==> config.mk <==
export PLATFORM = sky130hd
export DESIGN_NAME = core_seq
export DESIGN_NICKNAME = d
export VERILOG_FILES = /design/src/rtl/core_seq_pkg.sv /design/src/rtl/core_seq.sv
export SDC_FILE = /design/constraint.sdc
export NUM_CORES = 1
export LEC_CHECK = 0
export CORE_ASPECT_RATIO = 2
export CORE_MARGIN = 2
export CORE_UTILIZATION = 46
export DETAILED_ROUTE_END_ITERATION = 10
export PLACE_DENSITY = 0.95
export SKIP_LAST_GASP = 1
export SLEW_MARGIN = 0
export SYNTH_ARGS = -nofsm -noshare
export SYNTH_HDL_FRONTEND = slang
export SYNTH_SLANG_ARGS = --single-unit
export TNS_END_PERCENT = 5
==> constraint.sdc <==
create_clock -name clk -period 5.4 [get_ports clk]
set_input_delay 1.08 -clock clk [delete_from_list [all_inputs] [get_ports clk]]
set_output_delay 1.08 -clock clk [all_outputs]
set_load 0.02 [all_outputs]
==> src/rtl/core_seq_pkg.sv <==
// Shared constants for the xcore instruction sequencer: state encodings,
// the reset instruction and the default boot address.
package core_seq_pkg;

   typedef logic [2:0] seq_state_t;

   localparam seq_state_t ST_BOOT   = 3'd0;
   localparam seq_state_t ST_F_REQ  = 3'd1;
   localparam seq_state_t ST_F_WAIT = 3'd2;
   localparam seq_state_t ST_EXEC   = 3'd3;
   localparam seq_state_t ST_M_REQ  = 3'd4;
   localparam seq_state_t ST_M_WAIT = 3'd5;
   localparam seq_state_t ST_WB     = 3'd6;
   localparam seq_state_t ST_FAULT  = 3'd7;

   localparam logic [31:0] NOP_INST         = 32'h0000_0013;
   localparam logic [31:0] DEFAULT_RESET_PC = 32'h8000_0000;

   // A next-PC is only legal when it is word aligned.
   function automatic logic pc_aligned(input logic [1:0] low_bits);
      return (low_bits == 2'b00);
   endfunction

endpackage

==> src/rtl/core_seq.sv <==
// Multi-cycle sequencer: fetches over imem, optionally accesses dmem, and
// commits PC/GPR/CSR writes in a single WB cycle per retired instruction.
module core_seq
   import core_seq_pkg::*;
#(
   parameter int                ADDR_W   = 32,
   parameter logic [ADDR_W-1:0] RESET_PC = ADDR_W'(DEFAULT_RESET_PC),
   parameter int                CNT_W    = 64
) (
   input  logic              clk,
   input  logic              rst_n,
   output logic              imem_req_valid,
   input  logic              imem_req_ready,
   output logic [ADDR_W-1:0] imem_addr,
   input  logic              imem_rsp_valid,
   input  logic [31:0]       imem_rsp_data,
   input  logic              imem_rsp_err,
   output logic              dmem_req_valid,
   input  logic              dmem_req_ready,
   output logic              dmem_we,
   input  logic              dmem_rsp_valid,
   input  logic [31:0]       dmem_rsp_data,
   input  logic [ADDR_W-1:0] dnpc,
   input  logic              dec_reg_wen,
   input  logic              dec_dmem_req,
   input  logic              dec_dmem_wen,
   input  logic              dec_csr_wen1,
   input  logic              dec_csr_wen2,
   output logic [ADDR_W-1:0] pc,
   output logic [31:0]       inst,
   output logic [31:0]       mem_rdata,
   output logic              reg_wen,
   output logic              csr_wen1,
   output logic              csr_wen2,
   output logic              retire,
   output logic [CNT_W-1:0]  instret,
   output logic              fault
);

   seq_state_t        state_q, state_d;
   logic [ADDR_W-1:0] pc_q, pc_d;
   logic [31:0]       inst_q, inst_d;
   logic [31:0]       mdata_q, mdata_d;
   logic [CNT_W-1:0]  instret_q, instret_d;
   logic              npc_ok_s;
   logic              commit_s;

   assign npc_ok_s = pc_aligned(dnpc[1:0]);
   // A misaligned dnpc turns WB into a fault with nothing committed.
   assign commit_s = (state_q == ST_WB) && npc_ok_s;

   // Next-state and architectural register update logic.
   always_comb begin
      state_d   = state_q;
      pc_d      = pc_q;
      inst_d    = inst_q;
      mdata_d   = mdata_q;
      instret_d = instret_q;
      case (state_q)
         ST_BOOT: begin
            state_d = ST_F_REQ;
         end
         ST_F_REQ: begin
            if (imem_req_ready) begin
               state_d = ST_F_WAIT;
            end else begin
               state_d = ST_F_REQ;
            end
         end
         ST_F_WAIT: begin
            if (imem_rsp_valid) begin
               if (imem_rsp_err) begin
                  state_d = ST_FAULT;
               end else begin
                  inst_d  = imem_rsp_data;
                  state_d = ST_EXEC;
               end
            end else begin
               state_d = ST_F_WAIT;
            end
         end
         ST_EXEC: begin
            if (dec_dmem_req) begin
               state_d = ST_M_REQ;
            end else begin
               state_d = ST_WB;
            end
         end
         ST_M_REQ: begin
            if (dmem_req_ready) begin
               state_d = ST_M_WAIT;
            end else begin
               state_d = ST_M_REQ;
            end
         end
         ST_M_WAIT: begin
            if (dmem_rsp_valid) begin
               mdata_d = dmem_rsp_data;
               state_d = ST_WB;
            end else begin
               state_d = ST_M_WAIT;
            end
         end
         ST_WB: begin
            if (npc_ok_s) begin
               pc_d      = dnpc;
               instret_d = instret_q + CNT_W'(1);
               state_d   = ST_F_REQ;
            end else begin
               state_d = ST_FAULT;
            end
         end
         ST_FAULT: begin
            state_d = ST_FAULT;
         end
         default: begin
            state_d = ST_FAULT;
         end
      endcase
   end

   // Sequencer state and architectural registers.
   always_ff @(posedge clk or negedge rst_n) begin
      if (!rst_n) begin
         state_q   <= ST_BOOT;
         pc_q      <= RESET_PC;
         inst_q    <= NOP_INST;
         mdata_q   <= 32'h0000_0000;
         instret_q <= '0;
      end else begin
         state_q   <= state_d;
         pc_q      <= pc_d;
         inst_q    <= inst_d;
         mdata_q   <= mdata_d;
         instret_q <= instret_d;
      end
   end

   assign imem_req_valid = (state_q == ST_F_REQ);
   assign imem_addr      = pc_q;
   assign dmem_req_valid = (state_q == ST_M_REQ);
   assign dmem_we        = (state_q == ST_M_REQ) && dec_dmem_wen;
   assign reg_wen        = commit_s && dec_reg_wen;
   assign csr_wen1       = commit_s && dec_csr_wen1;
   assign csr_wen2       = commit_s && dec_csr_wen2;
   assign retire         = commit_s;
   assign fault          = (state_q == ST_FAULT);
   assign pc             = pc_q;
   assign inst           = inst_q;
   assign mem_rdata      = mdata_q;
   assign instret        = instret_q;

endmodule

Word-level counts from Yosys, hierarchy flattened
Index checks and enable logic that the tools add are counted.
{"block": "totals", "ff_bits": 163, "out_inout_bits": 200, "word_cells": 32}
{"block": "classes", "n_addsub": 1, "eq_ne": 7, "muxes": 8, "bitwise_logic": 1, "reduce_logical": 10}
{"cell": "64-bit by 1-bit adder with 64-bit output, second input constant", "count": 1}
{"cell": "3-bit case mux with 8 select lines", "count": 1}
{"cell": "3-bit equality test, second input constant", "count": 4}
{"cell": "3-bit 2-to-1 mux", "count": 3}
{"cell": "3-bit by 2-bit equality test with 1-bit output, second input constant", "count": 2}
{"cell": "2-bit 2-to-1 mux", "count": 3}
{"cell": "1-bit logical AND", "count": 5}
{"cell": "2-bit AND reduction", "count": 2}
{"cell": "3-bit by 1-bit equality test with 1-bit output, second input constant", "count": 1}
{"cell": "3-bit logical NOT", "count": 1}
{"cell": "3-bit AND reduction", "count": 1}
{"cell": "2-bit logical NOT", "count": 1}
{"cell": "1-bit 2-to-1 mux", "count": 1}
{"cell": "1-bit NOT", "count": 1}

Depth between registers and ports, before layout
Gate-level depths: netlist (run 1).
{"block": "logic_depth", "depth_word": 3, "mapped_depth": 7, "depth_no_buf": 6}

Worst setup path after synthesis (run 1)
Ideal clock, no wire load.
{"block": "synth_timing", "path_type": "input to output", "from": "input dnpc[1]", "to": "output csr_wen1", "arrival_ns": 2.638, "t_required_ns": 4.320, "path_slack_ns": 1.682, "stages": 5, "n_path_buf": 2, "path_cell_list": "or3b_1 > buf_4 > nor3b_1 > clkbuf_1 > and2_1"}
{"block": "synth_via", "elab_chain_len": 3}
{"item": "from (decl)", "line_no": "core_seq.sv:23", "source": "input logic [ADDR_W-1:0] dnpc,"}
{"item": "2-bit logical NOT", "line_no": "core_seq_pkg.sv:21", "source": "return (low_bits == 2'b00);"}
{"item": "1-bit logical AND", "line_no": "core_seq.sv:50", "source": "assign commit_s = (state_q == ST_WB) && npc_ok_s;"}
{"item": "net retire", "line_no": "core_seq.sv:35", "source": "output logic retire,"}
{"item": "1-bit logical AND", "line_no": "core_seq.sv:144", "source": "assign csr_wen1 = commit_s && dec_csr_wen1;"}
{"item": "to (decl)", "line_no": "core_seq.sv:33", "source": "output logic csr_wen1,"}
The timed path passes the listed nets, and every way through them passes these cells.

Worst setup path after layout (run 1)
{"block": "layout_timing", "from": "input dnpc[0]", "to": "output reg_wen"}
{"block": "layout_via", "elab_chain_len": 3}
{"item": "2-bit logical NOT", "line_no": "core_seq_pkg.sv:21"}
{"item": "1-bit logical AND", "line_no": "core_seq.sv:50"}
{"item": "1-bit logical AND", "line_no": "core_seq.sv:143", "source": "assign reg_wen = commit_s && dec_reg_wen;"}
{"item": "to (decl)", "line_no": "core_seq.sv:32", "source": "output logic reg_wen,"}
No other way between the ends.

==> metrics.md, run 1 <==
| Metric | Value |
|---|---|
| Hold Vio Cnt, Final | `0` |
| Global route total overflow | `0` |
| Post-DP HPWL | `about 15 mm` |
| Dpl cells | `just over 1,000` |
| Detailed-route via count | `about 5,500` |
| Power density over cell area | `476 nW/µm²` |
| Tot Pwr | `0.00510 W` |
| CTS tree | `done` |
| Min Tclk post-route | `about 4.6 ns` |
| Synth cell types | `35` |
| P&R area growth vs syn | `52.3%` |
| TritonCTS Sinks | `163` |
| CP startpoint kind | `input pin` |
| Worst R2R Path Depth | `5` |
| Worst Path Max Fanout | `7` |
| Final setup violation count | `0` |
| Hold crit path type | `reg2reg` |
| Site Rows | `64` |
| Critical path endpoint category | `output pin` |
| Clock skew | `between 0.009 and 0.01 ns` |
| Slew Limit Fails | `0` |
| Worst Path Arrival | `3.54 ns` |
| Total GRT Usage | `24.5%` |
| Iter 0 DRT Violations | `280` |
| WHS Path Cells | `1` |
| Worst skew pair latency | `0.42 ns` |
| Sequential fraction of the synthesis area | `58.0%` |
| Slew @ Worst Pin | `between 0.8 and 0.9 ns` |
| DR vias/cell | `5.26` |
| TritonCTS Buffers | `17` |
| Setup repair bufs after CTS | `0` |
| Finished Layout Cells | `1,048` |
| Die W | `about 91 µm` |
| Residual DRC | `0` |
| Synthesized cell area | `slightly above 7000 µm²` |
| DIE HEIGHT | `179 µm` |
| Status | `finished, final reports clean` |
| Total wire length | `19.6 mm` |
| Ys async rst share | `between 90% and 100%` |
| Yosys reg bits | `163` |
| Synth area leader | `dfrtp_1` |
| P_leak | `roughly 4.7 nW` |
| Period utilisation layout | `85.6%` |
| CTS clk-pin slew, worst paths | `about 0.07 ns` |
| Fin Setup TNS | `0 ns` |
| WHS | `0.496 ns` |
| Clock tree buffer depth | `2` |
| Fraction of layout cells with a size suffix above 1 | `17.4%` |
| Number of global-route vias before repair | `roughly 5,800` |
| Placeable Area | `15,100 µm²` |
| Number of flops mapped to enable cells by yosys | `0` |
| Starting Density | `46.5%` |
| Largest net degree at the start of global routing | `66` |
| CTS H-Tree Depth | `4` |
| Top-Level Pins | `308` |
| Die area | `16,400 µm²` |
| Post-synth top area share | `56.5%` |
| Initial antenna violation count | `0` |
| Max Clk Rate | `0.216 GHz` |
| CP required | `4.32 ns` |
| Post-CTS Resized | `0` |
| Clock Tree Root | `clkbuf_16` |
| Max-cap violations | `0` |
| Sequential Area | `between 4000 and 5000 µm²` |
| Worst slew margin | `42.8%` |
| I/O Buffers | `307` |
| Avg Cell Area, Syn | `between 10 and 15 µm²` |
| Multi-input gate area | `about 2600 µm²` |
| Peak supply drop | `0.345 mV` |
| Syn nets | `660` |
| Crit Path Class | `in2out` |
| Hold-fix buffers, CTS | `0` |
| Final nets | `946` |
| Cells after Synth | `551` |
| Final GP Congestion | `0.829` |
| ANT cells | `0` |
| Top FF cell, synth | `dfrtp_1` |
| Unrepaired setup endpoints after global routing | `false` |
| Yosys synthesis warning count | `0` |
| Average wire per standard cell | `about 19 µm` |
| Antenna-violating nets left | `0` |
| Synth area leaders | `dfrtp_1 (57%), mux2_2 (15%), xor2_1 (4.0%), xnor2_1 (3.9%), buf_4 (3.5%)` |
| First-pass DRT Iterations | `5` |
| First-pass GRT wire length | `30.9 mm` |
| Fillers | `968` |
[power by group]
group | total, W | leakage (nW) | internal (W) | switching [W]
registers | 0.00180 | 2.09 | 0.00157 | 0.000236
clock network | 0.00123 | 0.294 | 0.000710 | 0.000522
logic | 0.00206 | 2.30 | 0.00109 | 0.000971
total | 0.00510 | 4.68 | 0.00337 | 0.00173
[critical path: stages]
cell             delay [ns]
clkdlybuf4s50_1        0.43
or3b_1                 0.58
nor3b_2                0.60
and2_1                 0.24
clkdlybuf4s50_1        0.61
[kinds of logic after synthesis]
group	count (synthesis)	share of synthesized area [%]
flip-flops	163	58.0
AND/OR/NAND/NOR	162	13.1
multiplexers	96	15.4
XOR/XNOR	63	7.84
buffers and inverters	58	4.92
AO/OA/AOI/OAI	8	0.640
adder cells (fa/ha/maj)	1	0.178
[metal layers]
layer / global-route usage, % / vias up / wire [µm]
met4: 9.85 / 0 / 425
li1: - / 2464 / -
met5: 0 / - / 0
met3: 9.00 / 30 / 2090
met2: 42.3 / 351 / 10200
met1: 27.3 / 2665 / 6920
[area by class of cell]
cell class / count / area share [%]
clock buffers: 18 / 4.10
clock inverters: 14 / 1.55
inverters: 11 / 0.385
multi-input cells: 330 / 24.4
flip-flops and latches: 163 / 38.1
well taps: 198 / 2.31
repair buffers: 314 / 29.2
[cell usage after synthesis, types with 2 or more instances]
master,number
nor3_1,14
a21oi_1,2
xnor2_1,31
nor4_4,3
nand4b_1,4
buf_1,2
inv_1,11
dfrtp_1,159
buf_4,33
and3_1,6
nor2b_1,3
nor2_1,32
buf_2,4
dfstp_2,4
nand2_1,29
nand3_1,21
xor2_1,32
and2_1,6
nand4_1,27
clkbuf_1,8
nor4_1,7
nor3b_1,2
mux2_2,96
o21ai_0,4
[state kept, by name, summed over array words and instances, names as in the netlist]
name,flops
instret,64
inst,32
imem_addr,32
mem_rdata,32
state_q,3
[placed cells by master, fill, tap and decap left out, drive strengths merged, types with 6 or more instances in the layout]
cell type      instances
and2                   6
and3                   6
buf                    8
clkbuf                18
clkdlybuf4s50        306
dfrtp                159
inv                   18
mux2                  96
nand2                 29
nand3                 21
nand4                 29
nor2                  32
nor3                  15
nor4                  11
xnor2                 31
xor2                  32
[path summary, 6_finish.rpt]
path	start	to	slack [ns]
max	dnpc[0]	reg_wen	0.78
min in group asynchronous	rst_n	instret[51]$_DFFE_PN0P_	0.63
min reg2reg	instret[63]$_DFFE_PN0P_	instret[63]$_DFFE_PN0P_	0.50
max in group asynchronous	rst_n	instret[17]$_DFFE_PN0P_	3.64
min	instret[63]$_DFFE_PN0P_	instret[63]$_DFFE_PN0P_	0.50
max reg2reg	state_q[2]$_DFF_PN0_	imem_addr[30]$_DFFE_PN0P_	2.58
[stage by stage]
stage	area (µm²)	utilization, %	setup slack, ns
after floorplan	7040	-	1.68
after global placement	10100	66.8	0.783
after detailed placement	10100	66.8	0.741
after CTS	10700	70.8	0.735
after global routing	10700	70.8	0.695
final	10700	70.8	0.777
Power figures use the tool's default switching activity.
==> run 2: changes to the inputs <==
--- a/config.mk
+++ b/config.mk
@@ -5,7 +5,7 @@
 export SDC_FILE = /design/constraint.sdc
 export NUM_CORES = 1
 export LEC_CHECK = 0
-export CORE_ASPECT_RATIO = 2
+export CORE_ASPECT_RATIO = 0.75
 export CORE_MARGIN = 2
 export CORE_UTILIZATION = 46
 export DETAILED_ROUTE_END_ITERATION = 10
==> metrics.md, run 2 (same netlist as run 1, synthesis figures left out) <==
| Metric | Value |
|---|---|
| Slew @ Worst Pin | `roughly 1 ns` |
| Detailed-route via count | `5,331` |
| Die W | `approximately 150 µm` |
| CP max-delay cell | `or3b_1` |
| Clock tree buffer depth | `2` |
| Tot Pwr | `0.00510 W` |
| Min Tclk post-route | `about 4.4 ns` |
| Post-DP HPWL | `14.3 mm` |
| Buf+Inv Stages, Crit Path | `2` |
| Initial antenna violation count | `1` |
| Fin Setup TNS | `0 ns` |
| Final GP Congestion | `0.813` |
| Most common cell on crit path | `clkdlybuf4s50_1` |
| CTS tree | `done` |
| Global route total overflow | `0` |
| Placeable Area | `15,100 µm²` |
| Worst skew pair latency | `0.42 ns` |
| Critical path endpoint category | `output pin` |
| Final worst slack | `about 0.99 ns` |
| First-pass GRT wire length | `31.2 mm` |
| CTS H-Tree Depth | `4` |
| Site Rows | `39` |
| Status | `finished, final reports clean` |
| Setup repair bufs after CTS | `0` |
| Crit Path Class | `in2out` |
| Average wire per standard cell | `18.5 µm` |
| Max Clk Rate | `0.227 GHz` |
| Total wire length | `between 15 and 20 mm` |
| Worst Path Arrival | `3.33 ns` |
| TritonCTS Sinks | `163` |
| Crit-path max cell delay | `0.63 ns` |
| Iter 0 DRT Violations | `295` |
| Top-Level Pins | `308` |
| Hold Vio Cnt, Final | `0` |
| CP required | `4.32 ns` |
| Hold_sp | `instret[34]$_DFFE_PN0P_` |
| P&R area growth vs syn | `52.0%` |
| Die area | `16,300 µm²` |
| Hold crit path type | `reg2reg` |
| Peak supply drop | `0.339 mV` |
| Worst slew margin | `34.5%` |
| Period utilisation layout | `81.7%` |
| Starting Density | `46.7%` |
| Worst R2R Start | `state_q[2]$_DFF_PN0_` |
| CTS clk-pin slew, worst paths | `0.07 ns` |
| CP startpoint kind | `input pin` |
| Clock Tree Root | `clkbuf_16` |
| First-pass DRT Iterations | `4` |
| Number of global-route vias before repair | `5,637` |
| Power density over cell area | `476 nW/µm²` |
| R2R Path End | `instret[54]$_DFFE_PN0P_` |
| Place WS | `1.02 ns` |
| Worst R2R Path Depth | `5` |
| Critical path depth | `5` |
| WHS Path Cells | `1` |
| P_leak | `about 4.7 nW` |
| Antenna-violating nets left | `0` |
| Largest delay contributor family on the critical path | `simple AND/OR/NAND/NOR gates` |
| Fillers | `1,018` |
| WHS | `0.490 ns` |
| Largest net degree at the start of global routing | `74` |
| I/O Buffers | `307` |
| TritonCTS Buffers | `17` |
| Max-cap violations | `0` |
| Multi-input gate area | `2620 µm²` |
| Reg2Reg Setup Slack | `around 2.7 ns` |
| Number of flip-flops in the largest register | `64` |
| DR vias/cell | `5.06` |
| Final nets | `~940` |
| Post-CTS Resized | `0` |
| DIE HEIGHT | `111 µm` |
| Commonest non-fill, non-tap cell in the layout | `clkdlybuf4s50_1` |
| Total GRT Usage | `24.8%` |
| Slew Limit Fails | `0` |
| Fraction of layout cells with a size suffix above 1 | `between 10% and 20%` |
| Commonest cells after routing, fill and taps aside | `clkdlybuf4s50_1 (306), dfrtp_1 (159), mux2_2 (96), nor2_1 (32), xor2_1 (32)` |
| Final setup violation count | `0` |
| Unrepaired setup endpoints after global routing | `false` |
| CP cell instances | `clkdlybuf4s50_1 > or3b_1 > nor3b_2 > and2_1 > clkdlybuf4s50_1` |
| Sequential Area | `4080 µm²` |
| Worst Path Max Fanout | `7` |
| Hold-fix buffers, CTS | `0` |
| Hold endpoint | `instret[34]$_DFFE_PN0P_` |
| Residual DRC | `0` |
| Clock skew | `0.00795 ns` |
-- run 2: changes by cell type in the layout (fill, tap and decap cells not counted), sizes merged --
cell,change
clkinv,+4
inv,-3
buf,-2
clkinvlp,-1
diode,+1
-- run 2: cell type report --
type | count | area share, %
Antenna cell | 1 | 0.0234
Multi-Input combinational cell | 330 | 24.4
Tap cell | 205 | 2.40
Clock buffer | 18 | 4.10
Sequential cell | 163 | 38.2
Timing Repair Buffer | 312 | 29.1
Clock inverter | 14 | 1.41
Inverter | 11 | 0.386
-- run 2: worst register-to-register path: cells and delay by family (launching register included) --
family | cells | cell delay, ns
xor+xnor | 1 | 0.17
flops | 1 | 0.58
simple gates | 4 | 1.85
-- run 2: layer usage --
metal  up-vias  track usage (%)  part of all wire, %
met5         -                0                    0
met4         0             7.38                  1.8
met3        30             9.51                  8.3
met2       219             41.4                   51
met1      2633             29.9                   39
li1       2449                -                    -
-- run 2: power breakdown --
group          switching, W  internal (W)
sequential         0.000251       0.00157
combinational      0.000974       0.00109
clock              0.000512      0.000699
total               0.00174       0.00336
-- run 2: worst max-delay path by stage --
stage	start	end	slack [ns]
2_1_floorplan	dnpc[1]	csr_wen1	1.68
3_3_place_gp	dnpc[1]	csr_wen2	1.03
3_5_place_dp	dnpc[1]	csr_wen2	1.02
4_1_cts	dnpc[1]	csr_wen2	0.98
5_1_grt	dnpc[1]	csr_wen2	0.88
6_report	dnpc[1]	csr_wen2	0.99
-- run 2: stage by stage --
step	area (µm²)	util (%)	std cells
5_1_grt	10700	71.0	1054
3_5_place_dp	10100	67.0	1021
6_report	10700	71.0	1054
4_1_cts	10700	71.0	1053
3_3_place_gp	10100	67.0	1021
2_1_floorplan	7040	-	551
==> run 3: changes to the inputs <==
--- a/config.mk
+++ b/config.mk
@@ -7,9 +7,9 @@
 export LEC_CHECK = 0
 export CORE_ASPECT_RATIO = 0.75
 export CORE_MARGIN = 2
-export CORE_UTILIZATION = 46
+export CORE_UTILIZATION = 38
 export DETAILED_ROUTE_END_ITERATION = 10
-export PLACE_DENSITY = 0.95
+export PLACE_DENSITY = 0.88
 export SKIP_LAST_GASP = 1
 export SLEW_MARGIN = 0
 export SYNTH_ARGS = -nofsm -noshare
==> constraint.sdc (replaced) <==
create_clock -name clk -period 4 [get_ports clk]
set_input_delay 0.8 -clock clk [delete_from_list [all_inputs] [get_ports clk]]
set_output_delay 0.8 -clock clk [all_outputs]
set_load 0.02 [all_outputs]
==> metrics.md, run 3 (same netlist as run 1, synthesis figures left out) <==
| Metric | Value |
|---|---|
| Site Rows | `43` |
| CTS clk-pin slew, worst paths | `~0.070 ns` |
| P_leak | `around 4.7 nW` |
| Number of flip-flops in the largest register | `64` |
| First-pass GRT wire length | `29.5 mm` |
| I/O Buffers | `between 300 and 400` |
| CP startpoint kind | `input pin` |
| Global route total overflow | `0` |
| Place WS | `0.440 ns` |
| DIE HEIGHT | `122 µm` |
| Worst R2R Path Depth | `6` |
| Peak supply drop | `0.376 mV` |
| Commonest non-fill, non-tap cell in the layout | `clkdlybuf4s50_1` |
| Number of global-route vias before repair | `approximately 5,400` |
| TritonCTS Sinks | `around 160` |
| Dpl cells | `1,065` |
| Finished Layout Cells | `1,099` |
| Switching share of power | `34.1%` |
| DR vias/cell | `approximately 4.8` |
| Post-CTS Resized | `0` |
| CTS H-Tree Depth | `4` |
| Setup repair bufs after CTS | `0` |
| Post-DP HPWL | `about 14 mm` |
| R2R Path End | `instret[60]$_DFFE_PN0P_` |
| P&R area growth vs syn | `53.5%` |
| Fillers | `about 1,400` |
| Antenna-violating nets left | `0` |
| Die W | `161 µm` |
| Post-Place Cell Area | `10,200 µm²` |
| TritonCTS Buffers | `17` |
| Initial antenna violation count | `2` |
| Clock power frac | `about a quarter` |
| Sequential power share | `35.2%` |
| Internal cell power | `0.00454 W` |
| Max Clk Rate | `0.279 GHz` |
| Total wire length | `18.7 mm` |
| Iter 0 DRT Violations | `263` |
| Worst slew margin | `46.1%` |
| Psw | `0.00235 W` |
| Worst Path Max Fanout | `8` |
| Fin Setup TNS | `0 ns` |
| Final worst slack | `roughly 0.42 ns` |
| Die area | `19,600 µm²` |
| Average wire per standard cell | `17.0 µm` |
| Placeable Area | `roughly 18,000 µm²` |
| Reg2Reg Setup Slack | `1.38 ns` |
| Final nets | `946` |
| Slew @ Worst Pin | `0.805 ns` |
| Final GP Congestion | `0.817` |
| Clock Tree Root | `clkbuf_16` |
| Residual DRC | `0` |
| Largest net degree at the start of global routing | `82` |
| Final instance area | `10,800 µm²` |
| Status | `finished, final reports clean` |
| Worst R2R Start | `state_q[2]$_DFF_PN0_` |
| Total GRT Usage | `19.4%` |
| Worst skew pair latency | `0.42 ns` |
| Clock tree buffer depth | `2` |
| Final setup violation count | `0` |
| Hold crit path type | `in2async` |
| Clock skew | `0.00996 ns` |
| Starting Density | `38.4%` |
| Comb power frac | `roughly 40%` |
| CTS tree | `done` |
| Detailed-route via count | `5,312` |
| Commonest cells after routing, fill and taps aside | `clkdlybuf4s50_1 (306), dfrtp_1 (159), mux2_2 (96), nor2_1 (32), xor2_1 (32)` |
| Hold Vio Cnt, Final | `0` |
| Min Tclk post-route | `about 3.6 ns` |
| Crit Path Class | `in2out` |
| Period utilisation layout | `89.5%` |
| Fraction of layout cells with a size suffix above 1 | `17.4%` |
| Critical path endpoint category | `output pin` |
| Worst Path Arrival | `2.78 ns` |
| Hold-fix buffers, CTS | `0` |
| CP required | `between 3 and 4 ns` |
| Power density over cell area | `637 nW/µm²` |
| Unrepaired setup endpoints after global routing | `false` |
| WHS | `0.421 ns` |
| Max-cap violations | `0` |
| Slew Limit Fails | `0` |
| Top-Level Pins | `308` |
| First-pass DRT Iterations | `4` |
## run 3: cell count changes in the layout (fill, tap and decap cells not counted)
cell        change
inv_8           +3
buf_4           +1
clkinv_8        +1
buf_12          +1
diode_2         +1
clkinvlp_4      +2
clkinv_4        -3
inv_6           +2
clkbuf_8        -1
clkinv_2        -4
## run 3: metrics by stage
step           power, W  utilization, %
6_report        0.00689            58.9
5_1_grt         0.00720            58.9
4_1_cts         0.00697            58.9
3_5_place_dp    0.00524            55.5
3_3_place_gp    0.00517            55.5
2_1_floorplan   0.00390               -
## run 3: area by class of cell
cell class	count	area, µm²	share of cell area (%)
Clock inverter	15	188	1.74
Antenna cell	2	5.00	0.0463
Clock buffer	17	425	3.94
Multi-Input combinational cell	330	2620	24.2
Sequential cell	163	4080	37.8
Inverter	11	41.3	0.382
Tap cell	247	309	2.86
Timing Repair Buffer	314	3140	29.0
## run 3: critical path: stages
cell             delay, ns
clkdlybuf4s50_1       0.42
or3b_1                0.43
nor3b_2               0.19
buf_4                 0.19
and2_1                0.14
clkdlybuf4s50_1       0.60
## run 3: worst max path at each step
stage / from / to / slack [ns]
2_1_floorplan: dnpc[1] / csr_wen1 / 0.84
6_report: dnpc[1] / reg_wen / 0.42
4_1_cts: dnpc[1] / reg_wen / 0.43
5_1_grt: dnpc[1] / csr_wen1 / 0.37
3_3_place_gp: dnpc[1] / reg_wen / 0.48
3_5_place_dp: dnpc[1] / reg_wen / 0.44
## run 3: layer usage
metal | GRT usage [%] | part of all wire [%] | vias to the layer above
li1 | - | - | 2461
met1 | 23.6 | 39 | 2607
met2 | 32.4 | 50 | 218
met3 | 7.15 | 9.3 | 26
met4 | 6.47 | 1.9 | 0
met5 | 0 | 0 | -
## run 3: power by group through the flow
stage / combinational (W) / clock, W / sequential [W]
2_1_floorplan: 0.000954 / 0 / 0.00294
3_3_place_gp: 0.00274 / 0 / 0.00243
3_5_place_dp: 0.00278 / 0 / 0.00246
4_1_cts: 0.00279 / 0.00174 / 0.00243
5_1_grt: 0.00289 / 0.00181 / 0.00249
6_report: 0.00276 / 0.00170 / 0.00242
